[src/rtl/led_pkg.sv]
// Shared LED-path definitions used by the run-LED pattern generator and the
// PWM fader.
package led_pkg;

  localparam int unsigned DEF_NUM_LEDS = 10;
  localparam int unsigned DEF_PWM_BITS = 8;
  localparam int unsigned PWM_MAX      = (1 << DEF_PWM_BITS) - 1;

  typedef logic [DEF_PWM_BITS-1:0] level_t;

endpackage

[src/rtl/led_ramp_channel.sv]
// One LED channel: saturating brightness ramp into a shadow level, transferred
// to the active level at PWM period boundaries, then compared against pwm_cnt.
module led_ramp_channel
  import led_pkg::*;
#(
  parameter int unsigned         PWM_BITS = DEF_PWM_BITS,
  parameter logic [PWM_BITS-1:0] STEP     = PWM_BITS'(16)
) (
  input  logic                clk,
  input  logic                reset,
  input  logic                tick,
  input  logic                wrap,
  input  logic                target,
  input  logic [PWM_BITS-1:0] pwm_cnt,
  output logic                pwm_bit,
  output logic                mismatch
);

  localparam logic [PWM_BITS-1:0] LVL_MAX = '1;

  logic [PWM_BITS-1:0] level_shadow;
  logic [PWM_BITS-1:0] level_active;
  logic [PWM_BITS-1:0] target_lvl;
  logic [PWM_BITS-1:0] next_lvl;
  logic [PWM_BITS:0]   sum;
  logic [PWM_BITS:0]   diff;

  assign target_lvl = target ? LVL_MAX : '0;

  // One extra bit catches overflow on the way up and borrow on the way down.
  always_comb begin
    sum      = {1'b0, level_shadow} + {1'b0, STEP};
    diff     = {1'b0, level_shadow} - {1'b0, STEP};
    next_lvl = level_shadow;
    if (level_shadow < target_lvl) begin
      next_lvl = sum[PWM_BITS] ? LVL_MAX : sum[PWM_BITS-1:0];
    end else if (level_shadow > target_lvl) begin
      next_lvl = diff[PWM_BITS] ? '0 : diff[PWM_BITS-1:0];
    end
  end

  // On a coincident tick and wrap, active takes the pre-tick shadow value.
  always_ff @(posedge clk or negedge reset) begin
    if (!reset) begin
      level_shadow <= '0;
      level_active <= '0;
    end else begin
      if (tick) begin
        level_shadow <= next_lvl;
      end
      if (wrap) begin
        level_active <= level_shadow;
      end
    end
  end

  assign pwm_bit  = level_active > pwm_cnt;
  assign mismatch = level_shadow != target_lvl;

endmodule

[src/rtl/led_pwm_fader.sv]
// Fades each run-LED pin toward on/off with a PWM brightness ramp; shared PWM
// and ramp counters, registered pin drive, combinational busy.
module led_pwm_fader
  import led_pkg::*;
#(
  parameter int unsigned         NUM_LEDS = DEF_NUM_LEDS,
  parameter int unsigned         PWM_BITS = DEF_PWM_BITS,
  parameter logic [19:0]         RAMP_DIV = 20'd1000,
  parameter logic [PWM_BITS-1:0] STEP     = PWM_BITS'(16)
) (
  input  logic                clk,
  input  logic                reset,
  input  logic [NUM_LEDS-1:0] runled_in,
  input  logic                enable,
  output logic [NUM_LEDS-1:0] led_out,
  output logic                busy
);

  // PWM period is PWM_MAX cycles, so the counter stops one short of all-ones.
  localparam logic [PWM_BITS-1:0] CNT_LAST  = PWM_BITS'((1 << PWM_BITS) - 2);
  localparam logic [19:0]         RAMP_LAST = RAMP_DIV - 20'd1;

  logic [PWM_BITS-1:0] pwm_cnt;
  logic [19:0]         ramp_cnt;
  logic                tick;
  logic                wrap;
  logic [NUM_LEDS-1:0] pwm_bit;
  logic [NUM_LEDS-1:0] mismatch;

  assign wrap = enable && (pwm_cnt == CNT_LAST);
  assign tick = enable && (ramp_cnt == RAMP_LAST);

  always_ff @(posedge clk or negedge reset) begin
    if (!reset) begin
      pwm_cnt  <= '0;
      ramp_cnt <= '0;
      led_out  <= '0;
    end else if (!enable) begin
      pwm_cnt  <= '0;
      ramp_cnt <= '0;
      led_out  <= '0;
    end else begin
      pwm_cnt  <= wrap ? '0 : pwm_cnt + PWM_BITS'(1);
      ramp_cnt <= tick ? '0 : ramp_cnt + 20'd1;
      led_out  <= pwm_bit;
    end
  end

  assign busy = |mismatch;

  for (genvar i = 0; i < NUM_LEDS; i++) begin : g_ch
    led_ramp_channel #(
      .PWM_BITS (PWM_BITS),
      .STEP     (STEP)
    ) u_ch (
      .clk      (clk),
      .reset    (reset),
      .tick     (tick),
      .wrap     (wrap),
      .target   (runled_in[i]),
      .pwm_cnt  (pwm_cnt),
      .pwm_bit  (pwm_bit[i]),
      .mismatch (mismatch[i])
    );
  end

endmodule
[config.mk]
export PLATFORM = sky130hd
export DESIGN_NAME = led_pwm_fader
export DESIGN_NICKNAME = d
export VERILOG_FILES = /design/src/rtl/led_pkg.sv /design/src/rtl/led_ramp_channel.sv /design/src/rtl/led_pwm_fader.sv
export SDC_FILE = /design/constraint.sdc
export NUM_CORES = 1
export LEC_CHECK = 0
export CAP_MARGIN = 30
export CORE_MARGIN = 8
export CORE_UTILIZATION = 35
export CTS_CLUSTER_SIZE = 30
export DETAILED_ROUTE_END_ITERATION = 10
export SLEW_MARGIN = 15
export SYNTH_ARGS = -nofsm -noshare
export SYNTH_HDL_FRONTEND = slang
export SYNTH_HIERARCHICAL = 1
export SYNTH_SLANG_ARGS = --single-unit
[constraint.sdc]
create_clock -name clk -period 8.05 [get_ports clk]
set_input_delay 1.61 -clock clk [delete_from_list [all_inputs] [get_ports clk]]
set_output_delay 1.61 -clock clk [all_outputs]
set_load 0.01 [all_outputs]
# == Word level (Yosys, flattened, before mapping) ==
# Cells that the tools add are included.
# word_totals
romBits,0
latch_bits,0
n_memories,0
out_inout_bits,11
ff_bits,198
ram_bits,0
in_bits,13
# op_classes
n_addsub,22
shifts,0
mul,0
div,0
n_reduce_logical,23
n_mux,55
n_bitwise,0
order_cmp,30
eq_ne,12
# ops
operator,n
8-bit 2-to-1 mux,52
8-bit > comparator,20
"8-bit by 5-bit adder with 9-bit output, second input constant",10
"8-bit by 5-bit subtractor with 9-bit output, second input constant",10
8-bit < comparator,10
8-bit != test,10
20-bit 2-to-1 mux,2
"20-bit by 1-bit adder with 20-bit output, second input constant",1
"20-bit by 10-bit equality test with 1-bit output, second input constant",1
2-bit AND reduction,10
2-bit nonzero test,10
10-bit 2-to-1 mux,1
10-bit OR reduction,1
"8-bit by 1-bit adder with 8-bit output, second input constant",1
"8-bit equality test, second input constant",1
1-bit logical AND,2

# == Longest topological paths before layout ==
# Gate-level depths: netlist of run 1.
# logic_depth
word_depth,4
mapped_depth,8
mapped_depth_nobuf,8

# == Modules after synthesis ==
# Netlist of run 1, hierarchy kept.
# modules_own_cells
mod,area_each_um2,seq_area_each_um2,instances,cells_each
led_ramp_channel at g_ch[0].u_ch ...,882.1,250.2,9,98
led_pwm_fader,1739.2,950.9,1,165
led_ramp_channel at g_ch[7].u_ch,893.4,250.2,1,97

# == Least setup slack after synthesis of run 1 ==
# Ideal clock, no wire load.
# synth_path
kind,in2reg
start,in enable
end,reg g_ch[7].u_ch.level_shadow[6]
path_stages,7
path_slack_ns,1.100
path_buffers,0
required_time_ns,7.951
t_arrival_ns,6.851
setup_ns,0.099
cell_sequence,nor4b_1 -> nand2_1 -> nor4_1 -> nand3_1 -> o2bb2ai_4 -> o22ai_1 -> a311oi_1
# synth_between
elab_chain_len,2
# synth_lines
element,line_no,text
"start, declared",led_pwm_fader.sv:14,"input logic enable,"
1-bit logical AND,led_pwm_fader.sv:31,assign tick = enable && (ramp_cnt == RAMP_LAST);
net tick,led_pwm_fader.sv:25,logic tick;
2-bit AND reduction (no line),-,
"end signal, assigned",led_ramp_channel.sv:49,level_shadow <= next_lvl;
"end, declared",led_ramp_channel.sv:21,logic [PWM_BITS-1:0] level_shadow;
# The timed path passes the listed nets, and every way through them passes these cells.
# A chain may end at the register's enable or synchronous reset.

# == Worst setup path in the final report of run 1 ==
# layout_path
start,in runled_in[4]
end,out busy
# layout_between
elab_chain_len,3
# layout_lines
element,line_no,text
"start, declared",led_pwm_fader.sv:13,"input logic [NUM_LEDS-1:0] runled_in,"
8-bit 2-to-1 mux,led_ramp_channel.sv:28,assign target_lvl = target ? LVL_MAX : '0;
8-bit != test,led_ramp_channel.sv:58,assign mismatch = level_shadow != target_lvl;
net mismatch[4],led_pwm_fader.sv:28,logic [NUM_LEDS-1:0] mismatch;
10-bit OR reduction,led_pwm_fader.sv:49,assign busy = |mismatch;
"end, declared",led_pwm_fader.sv:16,output logic busy
# The timed path passes the listed nets, and every way through them passes these cells.

==> metrics.md, run 1 <==
| Metric | Value |
|---|---|
| Status | `complete, no violations` |
| Layout cells sized above 1 | `10.6%` |
| Hold slack | `approximately 490 ps` |
| Maximum buffer depth of the clock tree | `2` |
| Startpoint types | `input pin` |
| Syn_area_per_cell | `9.24 um2` |
| Worst-margin pin slew | `762 ps` |
| Final Util | `39.8%` |
| Die width | `190 um` |
| CP Capture Type | `output port` |
| H-tree depth | `4` |
| Via density | `5.25` |
| Core ar. | `29700 um2` |
| Non-filler cells in the finished layout | `around 1600` |
| Post-Synth Simple-Gate Area | `18.4%` |
| R2r setup slk | `5370 ps` |
| Slew HR | `49.1%` |
| Seq cells post-synth | `138` |
| Placed instance area | `11200 um2` |
| Max Clock Skew | `~8.7 ps` |
| Die area | `36000 um2` |
| Resized Gates After CTS | `0` |
| Wire per inst | `14.4 um` |
| Cts bufs inserted | `17` |
| Yosys cell types | `51` |
| Worst Hold Class | `flip-flop to flip-flop` |
| RSZ-0062 raised after global routing | `false` |
| Final weighted congestion in routability-driven placement | `0.763` |
| Worst skew pair latency | `between 400 and 500 ps` |
| DP Wirelength | `16.0 mm` |
| Final WS setup | `2220 ps` |
| Clk sinks | `138` |
| Arrival @ worst endpoint | `4220 ps` |
| Initial Utilization | `35.6%` |
| Largest net degree at the start of global routing | `73` |
| PD cells | `between 100 and 150 nW/um2` |
| DRC | `0` |
| Antenna Cells | `0` |
| Vias post-DR | `8258` |
| Port Buffers | `23` |
| Fin Setup TNS | `0 ps` |
| Commonest non-fill, non-tap cells in the layout | `ha_1, inv_1, dfrtp_1` |
| Cell area after synthesis | `10600 um2` |
| Async SR Flop Fraction | `between 90% and 100%` |
| Maximum vdd drop | `0.123 mV` |
| DRT Wirelength | `22.6 mm` |
| Io pins | `24` |
| Cell count after synthesis | `1144` |
| Max-cap violations | `0` |
| Fin crit period | `5830 ps` |
| Drt pass-1 iters | `6` |
| Antenna-violating nets left | `0` |
| CP required | `6440 ps` |
| Fmax | `171 MHz` |
| Final Max Tran Viols | `0` |
| Setup CP Type | `input pin to output port` |
| Final period utilization | `72.5%` |
| First-pass GRT wire length | `38.9 mm` |
| Post-CTS Setup Bufs | `0` |
| Fin area | `about 12000 um2` |
| Syn_nets | `roughly 1300` |
| Largest family of logic cells by synthesized area | `simple AND/OR/NAND/NOR gates` |
| Die height | `roughly 190 um` |
| All-Layer GR Usage | `about an eighth` |
| CTS Hold Bufs | `0` |
| Worst slack, placed | `2160 ps` |
| Mux share of post-synthesis cell area | `6.06%` |
| Setup-failing EPs final | `0` |
| Layout area overhead | `11.9%` |
| Lkg Pwr | `5.31 nW` |
| Layout net count | `1337` |
| EDFF count, synth | `0` |
| Seq/Total Area, Yosys | `32.7%` |
| Vias in the first global route | `roughly 8000` |
| CTS clk-pin slew, worst paths | `60 ps` |
| Synth Area in XOR/XNOR | `about 1.6%` |
| CP Max Fanout | `4` |
| Total grt overflow | `0` |
| Synth Warn # | `6` |
| Initial antenna violation count | `0` |
| Initial DRC Count | `roughly 450` |
| Root buffer selected by CTS | `clkbuf_16` |
| Cells after DPL | `around 1500` |
| FP Rows | `63` |
| Final hold vios | `0` |
| Tot Pwr | `1.62 mW` |
| Commonest non-fill, non-tap cell in the layout | `ha_1` |
| Area share of fa/ha/maj cells after synthesis | `18.1%` |
| Synth Area in Compound Gates | `between 10% and 20%` |
| Main flop type after synthesis | `dfrtp_1` |
| TritonCTS clock tree | `yes` |
flip-flops by register name (all words and copies together), names as in the netlist:
name,count
pwm_cnt,8
ramp_cnt,20
g_ch.u_ch/level_active,50
led_out,10
g_ch.u_ch/level_shadow,50
path summary, 6_finish.rpt:
path,startpoint,cells past startpoint,end
worst max-delay path,runled_in[4],8,busy
worst min-delay path,ramp_cnt[0],1,ramp_cnt[0]
worst max register to register,ramp_cnt[0],8,g_ch[6].u_ch/level_shadow[6]
worst min register to register,ramp_cnt[0],1,ramp_cnt[0]
max in group asynchronous,reset,3,g_ch[3].u_ch/level_active[4]
min in group asynchronous,reset,1,g_ch[5].u_ch/level_shadow[4]
layout make-up:
| class | count | area [um2] |
|---|---|---|
| well taps | 390 | 488 |
| clock buffers | 24 | 482 |
| flip-flops and latches | 138 | 3450 |
| clock inverters | 8 | 86.3 |
| repair buffers | 30 | 308 |
| multi-input cells | 837 | 6460 |
| fillers | 2910 | 17900 |
| inverters | 147 | 552 |
cell usage after synthesis, drive strengths merged (20+ instances only):
master / n / area share, %
a21oi: 64 / 3.0
dfrtp: 138 / 33
ha: 153 / 18
inv: 147 / 5.2
mux2: 40 / 4.3
nand2: 55 / 2.0
nand3: 30 / 1.4
nand4: 36 / 2.2
nor2: 86 / 3.8
nor2b: 20 / 1.2
nor4: 20 / 1.3
o21ai: 74 / 3.9
routing by layer:
metal	wire (um)	global-route usage, %
met1	11000	16.9
met2	10900	21.7
met3	591	2.11
met4	191	3.19
met5	0	0
report_power, final:
part | total (mW) | internal, mW | switching [mW]
logic | 0.147 | 0.0661 | 0.0805
registers | 0.715 | 0.703 | 0.0117
clock network | 0.758 | 0.452 | 0.306
total | 1.62 | 1.22 | 0.398
critical path, cell delays in order:
cell,delay (ps)
clkdlybuf4s50_1,500
inv_1,100
ha_1,320
and4_1,220
nand2_1,140
nor4_1,540
nand3_1,250
clkdlybuf4s50_1,540
cell families after synthesis:
logic type,Yosys count
compound gates,261
xor+xnor,19
fa+ha+maj,153
buf+inv,169
flops,138
mux,59
simple gates,345
Power figures use the tool's default switching activity.
==> run 2, diff against run 1 <==
Clock period 8.05 ns to 5.44 ns, I/O delays scaled along.
==> metrics.md, run 2 (synthesis gave the netlist of run 1 again) <==
| Metric | Value |
|---|---|
| Setup CP Type | `input pin to output port` |
| Final period utilization | `86.8%` |
| Initial Utilization | `35.6% (unchanged)` |
| H-tree depth | `4 (unchanged)` |
| Gate power share | `8.6% (-0.5 points)` |
| Commonest non-fill, non-tap cell in the layout | `ha_1` |
| Initial DRC Count | `514 (+14%)` |
| Maximum buffer depth of the clock tree | `2 (unchanged)` |
| TritonCTS clock tree | `yes` |
| Most frequent CP cell | `clkdlybuf4s50_1` |
| DP Wirelength | `16.1 mm (+0.53%)` |
| Largest registers | `g_ch.u_ch/level_active x50, g_ch.u_ch/level_shadow x50, ramp_cnt x20` |
| Commonest non-fill, non-tap cells in the layout | `ha_1, inv_1, dfrtp_1` |
| WHS Path Cells | `1 (unchanged)` |
| Antenna Cells | `0 (unchanged)` |
| Vias in the first global route | `7993 (-0.29%)` |
| Int Pwr | `1.93 mW (+58%)` |
| CP Max Fanout | `4 (unchanged)` |
| Io pins | `24 (unchanged)` |
| Layout cells sized above 1 | `10.7% (+0.17 points)` |
| R2R cell count | `8 (unchanged)` |
| Sequential Power Share | `42.1% (-2.0 points)` |
| Max Clock Skew | `12.7 ps (+4.04 ps)` |
| Layout net count | `1337 (unchanged)` |
| Sw frac | `23.2% (-1.4 points)` |
| Fin crit period | `4720 ps` |
| Fin Setup TNS | `0 ps (unchanged)` |
| CP Cell Sequence | `clkdlybuf4s50_1 -> inv_1 -> ha_1 -> and4_1 -> nand2_1 -> nor4_1 -> nand3_1 -> clkdlybuf4s50_1` |
| Slew HR | `37.1% (-12 points)` |
| Antenna-violating nets left | `0 (unchanged)` |
| Die width | `190 um (unchanged)` |
| Vias post-DR | `8181 (-0.93%)` |
| Die area | `36000 um2 (unchanged)` |
| Tot Pwr | `2.51 mW (+55%)` |
| Maximum vdd drop | `0.196 mV (+59%)` |
| Slowest CP cell | `clkdlybuf4s50_1` |
| Startpoint types | `input pin` |
| CTS Hold Bufs | `0 (unchanged)` |
| Total grt overflow | `0 (unchanged)` |
| Drt pass-1 iters | `4 (-2)` |
| Setup-failing EPs final | `0 (unchanged)` |
| Die height | `190 um (unchanged)` |
| PD cells | `211 nW/um2 (+54%)` |
| Root buffer selected by CTS | `clkbuf_16` |
| Final hold vios | `0 (unchanged)` |
| Final weighted congestion in routability-driven placement | `0.777 (+1.9%)` |
| RSZ-0062 raised after global routing | `false` |
| Cts bufs inserted | `17 (unchanged)` |
| All-Layer GR Usage | `12.9% (+0.087 points)` |
| First-pass GRT wire length | `39.0 mm (+0.30%)` |
| Hold Path Origin | `ramp_cnt[0]` |
| Worst skew pair latency | `420 ps (about the same)` |
| Worst Hold Class | `flip-flop to flip-flop` |
| CTS clk-pin slew, worst paths | `60 ps (about the same)` |
| Initial antenna violation count | `0 (unchanged)` |
| Fmax | `212 MHz` |
| Max-cap violations | `0 (unchanged)` |
| Layout area overhead | `12.5%` |
| Max stage delay on crit path | `530 ps (about the same)` |
| FP Rows | `63 (unchanged)` |
| Clk sinks | `138 (unchanged)` |
| Port Buffers | `23 (unchanged)` |
| Critical Path Start | `runled_in[4]` |
| CP Capture Type | `output port` |
| Arrival @ worst endpoint | `3630 ps (-590 ps)` |
| Via density | `5.20 (-0.93%)` |
| Largest net degree at the start of global routing | `63 (-14%)` |
| Resized Gates After CTS | `0 (unchanged)` |
| Lkg Pwr | `5.34 nW (+0.64%)` |
| Core ar. | `29700 um2 (unchanged)` |
| Post-CTS Setup Bufs | `0 (unchanged)` |
| Worst-margin pin slew | `940 ps (+178 ps)` |
| Fillers | `2907 (-0.10%)` |
| Status | `complete, no violations` |
| Wire per inst | `14.3 um (-0.57%)` |
| CP required | `4350 ps (-2090 ps)` |
| DRT Wirelength | `22.5 mm (-0.57%)` |
| DRC | `0 (unchanged)` |
| Worst r2r src | `ramp_cnt[0]` |
| Net switching power figure | `583 uW (+46%)` |
| Final Max Tran Viols | `0 (unchanged)` |
| Clk network pwr share | `49.3% (+2.5 points)` |
-- run 2: power groups by stage --
stage / Combinational (mW) / Sequential, mW / Clock [mW]
after global placement: 0.210 / 1.08 / 0
after global routing: 0.249 / 1.06 / 1.32
final: 0.215 / 1.06 / 1.24
after detailed placement: 0.218 / 1.08 / 0
after floorplan: 0.133 / 1.07 / 0
after CTS: 0.220 / 1.06 / 1.28
-- run 2: stage by stage --
step | cells | hold slack, ps | worst slack, ps | util (%) | cell area, um2
after CTS | 1574 | 500 | 601 | 40.0 | 11900
after detailed placement | 1542 | 492 | 607 | 37.9 | 11300
after global placement | 1541 | 471 | 638 | 37.9 | 11300
final | 1574 | 498 | 719 | 40.0 | 11900
after floorplan | 1144 | 443 | 55.1 | - | 10600
after global routing | 1574 | 528 | 550 | 40.0 | 11900
-- run 2: worst paths after layout --
check	end	slack [ps]
max	busy	720
min	ramp_cnt[0]	500
max reg2reg	g_ch[6].u_ch/level_shadow[6]	2740
min reg2reg	ramp_cnt[0]	500
max in group asynchronous	g_ch[4].u_ch/level_active[7]	3780
min in group asynchronous	g_ch[5].u_ch/level_shadow[7]	550
-- run 2: critical path, delay by kind of cell --
| kind | cells | cell delay [ps] |
|---|---|---|
| simple gates | 4 | 1080 |
| fa+ha+maj | 1 | 330 |
| buf+inv | 3 | 1140 |
-- run 2: final cells by class --
cell class	instances	area, um2	area share (%)
tap	390	488	4.10
clock buffer	21	460	3.87
multi-input combinational	837	6470	54.4
sequential	138	3450	29.0
timing repair buffer	30	300	2.52
clock inverter	11	168	1.41
inverter	147	552	4.64
-- run 2: routing by layer --
layer	global-route usage (%)	vias to the layer above	part of all wire, %
li1	-	4162	-
met1	16.8	3904	49
met2	21.8	98	47
met3	2.34	17	2.7
met4	3.55	0	1.1
met5	0	-	0
==> run 3, diff against run 2 <==
Settings changed: SLEW_MARGIN 15 to 20.
==> metrics.md, run 3 (synthesis gave the netlist of run 1 again) <==
| Metric | Value |
|---|---|
| DRC | `0 (unchanged)` |
| CP required | `4350 ps (about the same)` |
| CP Cell Sequence | `clkdlybuf4s50_1 -> inv_1 -> ha_1 -> and4_1 -> nand2_1 -> nor4_1 -> nand3_1 -> clkdlybuf4s50_1` |
| Die area | `36000 um2 (unchanged)` |
| DP Wirelength | `16.1 mm (+0.35%)` |
| CTS Hold Bufs | `0 (unchanged)` |
| Final Max Tran Viols | `0 (unchanged)` |
| Layout cells sized above 1 | `10.8% (+0.075 points)` |
| All-Layer GR Usage | `13.0% (+0.082 points)` |
| Commonest non-fill, non-tap cells in the layout | `ha_1, inv_1, dfrtp_1` |
| DRT Wirelength | `22.6 mm (+0.56%)` |
| Initial antenna violation count | `0 (unchanged)` |
| CTS clk-pin slew, worst paths | `60 ps (about the same)` |
| H-tree depth | `4 (unchanged)` |
| Final hold vios | `0 (unchanged)` |
| Final weighted congestion in routability-driven placement | `0.777 (unchanged)` |
| Worst-margin pin slew | `821 ps (-119 ps)` |
| Max layer used | `met4` |
| Fin crit period | `4850 ps (+132 ps)` |
| RSZ-0062 raised after global routing | `false` |
| Resized Gates After CTS | `0 (unchanged)` |
| Worst slack, placed | `612 ps (+5.01 ps)` |
| Die width | `190 um (unchanged)` |
| Worst Hold Class | `flip-flop to flip-flop` |
| Wire per inst | `14.4 um (+0.50%)` |
| Tot Pwr | `2.57 mW (+2.2%)` |
| First-pass GRT wire length | `39.1 mm (+0.26%)` |
| Io pins | `24 (unchanged)` |
| Post-CTS Setup Bufs | `0 (unchanged)` |
| Final period utilization | `89.2% (+2.4 points)` |
| Cts bufs inserted | `17 (unchanged)` |
| FP Rows | `63 (unchanged)` |
| Layout area overhead | `12.8%` |
| Maximum vdd drop | `0.217 mV (+11%)` |
| Arrival @ worst endpoint | `3770 ps (+140 ps)` |
| Core ar. | `29700 um2 (unchanged)` |
| Slew HR | `45.3% (+8.1 points)` |
| Commonest non-fill, non-tap cell in the layout | `ha_1` |
| WL met3 | `509 um (-17%)` |
| Antenna Cells | `0 (unchanged)` |
| Setup-failing EPs final | `0 (unchanged)` |
| Drt pass-1 iters | `5 (+1)` |
| Max-cap violations | `0 (unchanged)` |
| Max Clock Skew | `7.15 ps (-5.58 ps)` |
| Initial DRC Count | `475 (-7.6%)` |
| PD cells | `215 nW/um2 (+1.9%)` |
| Antenna-violating nets left | `0 (unchanged)` |
| Status | `complete, no violations` |
| Met2 WL | `10.6 mm (-0.34%)` |
| Worst skew pair latency | `430 ps (about the same)` |
| Max stage delay on crit path | `590 ps (+60 ps)` |
| Total grt overflow | `0 (unchanged)` |
| Root buffer selected by CTS | `clkbuf_16` |
| Initial Utilization | `35.6% (unchanged)` |
| Largest net degree at the start of global routing | `63 (unchanged)` |
| Largest registers | `g_ch.u_ch/level_active x50, g_ch.u_ch/level_shadow x50, ramp_cnt x20` |
| Die height | `190 um (unchanged)` |
| Fmax | `206 MHz (-2.7%)` |
| Lkg Pwr | `5.36 nW (+0.28%)` |
| TritonCTS clock tree | `yes` |
| Clk sinks | `138 (unchanged)` |
| Maximum buffer depth of the clock tree | `2 (unchanged)` |
| Startpoint types | `input pin` |
| Final Util | `40.1% (+0.11 points)` |
| Setup CP Type | `input pin to output port` |
| Most frequent CP cell | `clkdlybuf4s50_1` |
| Port Buffers | `23 (unchanged)` |
| Fin Setup TNS | `0 ps (unchanged)` |
| CP Max Fanout | `4 (unchanged)` |
| Layout net count | `1338 (+0.075%)` |
| Vias in the first global route | `7934 (-0.74%)` |
| Via density | `5.20 (about the same)` |
| Vias post-DR | `8192 (+0.13%)` |
| Routed length on met1 | `11.2 mm (+2.3%)` |
| Slowest CP cell | `nor4_1` |
| Final WS setup | `587 ps (-132 ps)` |
| CP Capture Type | `output port` |
-- run 3: worst paths after layout --
kind | to | depth (start not counted) | slack (ps) | start
worst max register to register | g_ch[7].u_ch/level_shadow[7] | 8 | 2760 | ramp_cnt[0]
worst min-delay path | ramp_cnt[0] | 1 | 500 | ramp_cnt[0]
worst min register to register | ramp_cnt[0] | 1 | 500 | ramp_cnt[0]
max in group asynchronous | ramp_cnt[0] | 2 | 3760 | reset
worst max-delay path | busy | 8 | 590 | runled_in[4]
min in group asynchronous | g_ch[5].u_ch/level_shadow[7] | 1 | 540 | reset
-- run 3: power by group --
part | internal, mW | switching (mW)
logic | 0.0967 | 0.119
clock network | 0.838 | 0.455
registers | 1.04 | 0.0178
-- run 3: cell type report --
type / count / area, um2
Tap cell: 390 / 488
Timing Repair Buffer: 31 / 308
Sequential cell: 138 / 3450
Clock buffer: 21 / 460
Inverter: 147 / 552
Clock inverter: 11 / 193
Multi-Input combinational cell: 837 / 6470
Fill cell: 2931 / 17800
-- run 3: stage by stage --
step	instance area, um2	hold slack (ps)	cells
3_5_place_dp	11300	493	1542
4_1_cts	11900	501	1574
6_report	11900	496	1575
2_1_floorplan	10600	443	1144
5_1_grt	11900	529	1575
3_3_place_gp	11300	471	1541
-- run 3: critical path: cells and delay by family --
family	cells	cell delay [ps]
and+or+nand+nor	4	1210
buffers and inverters	3	1150
adders and majority gates	1	320
-- run 3: metal layers --
metal	track usage [%]	up-vias
met1	17.2	3921
met2	21.7	82
li1	-	4170
met3	2.03	19
met4	3.70	0
met5	0	-
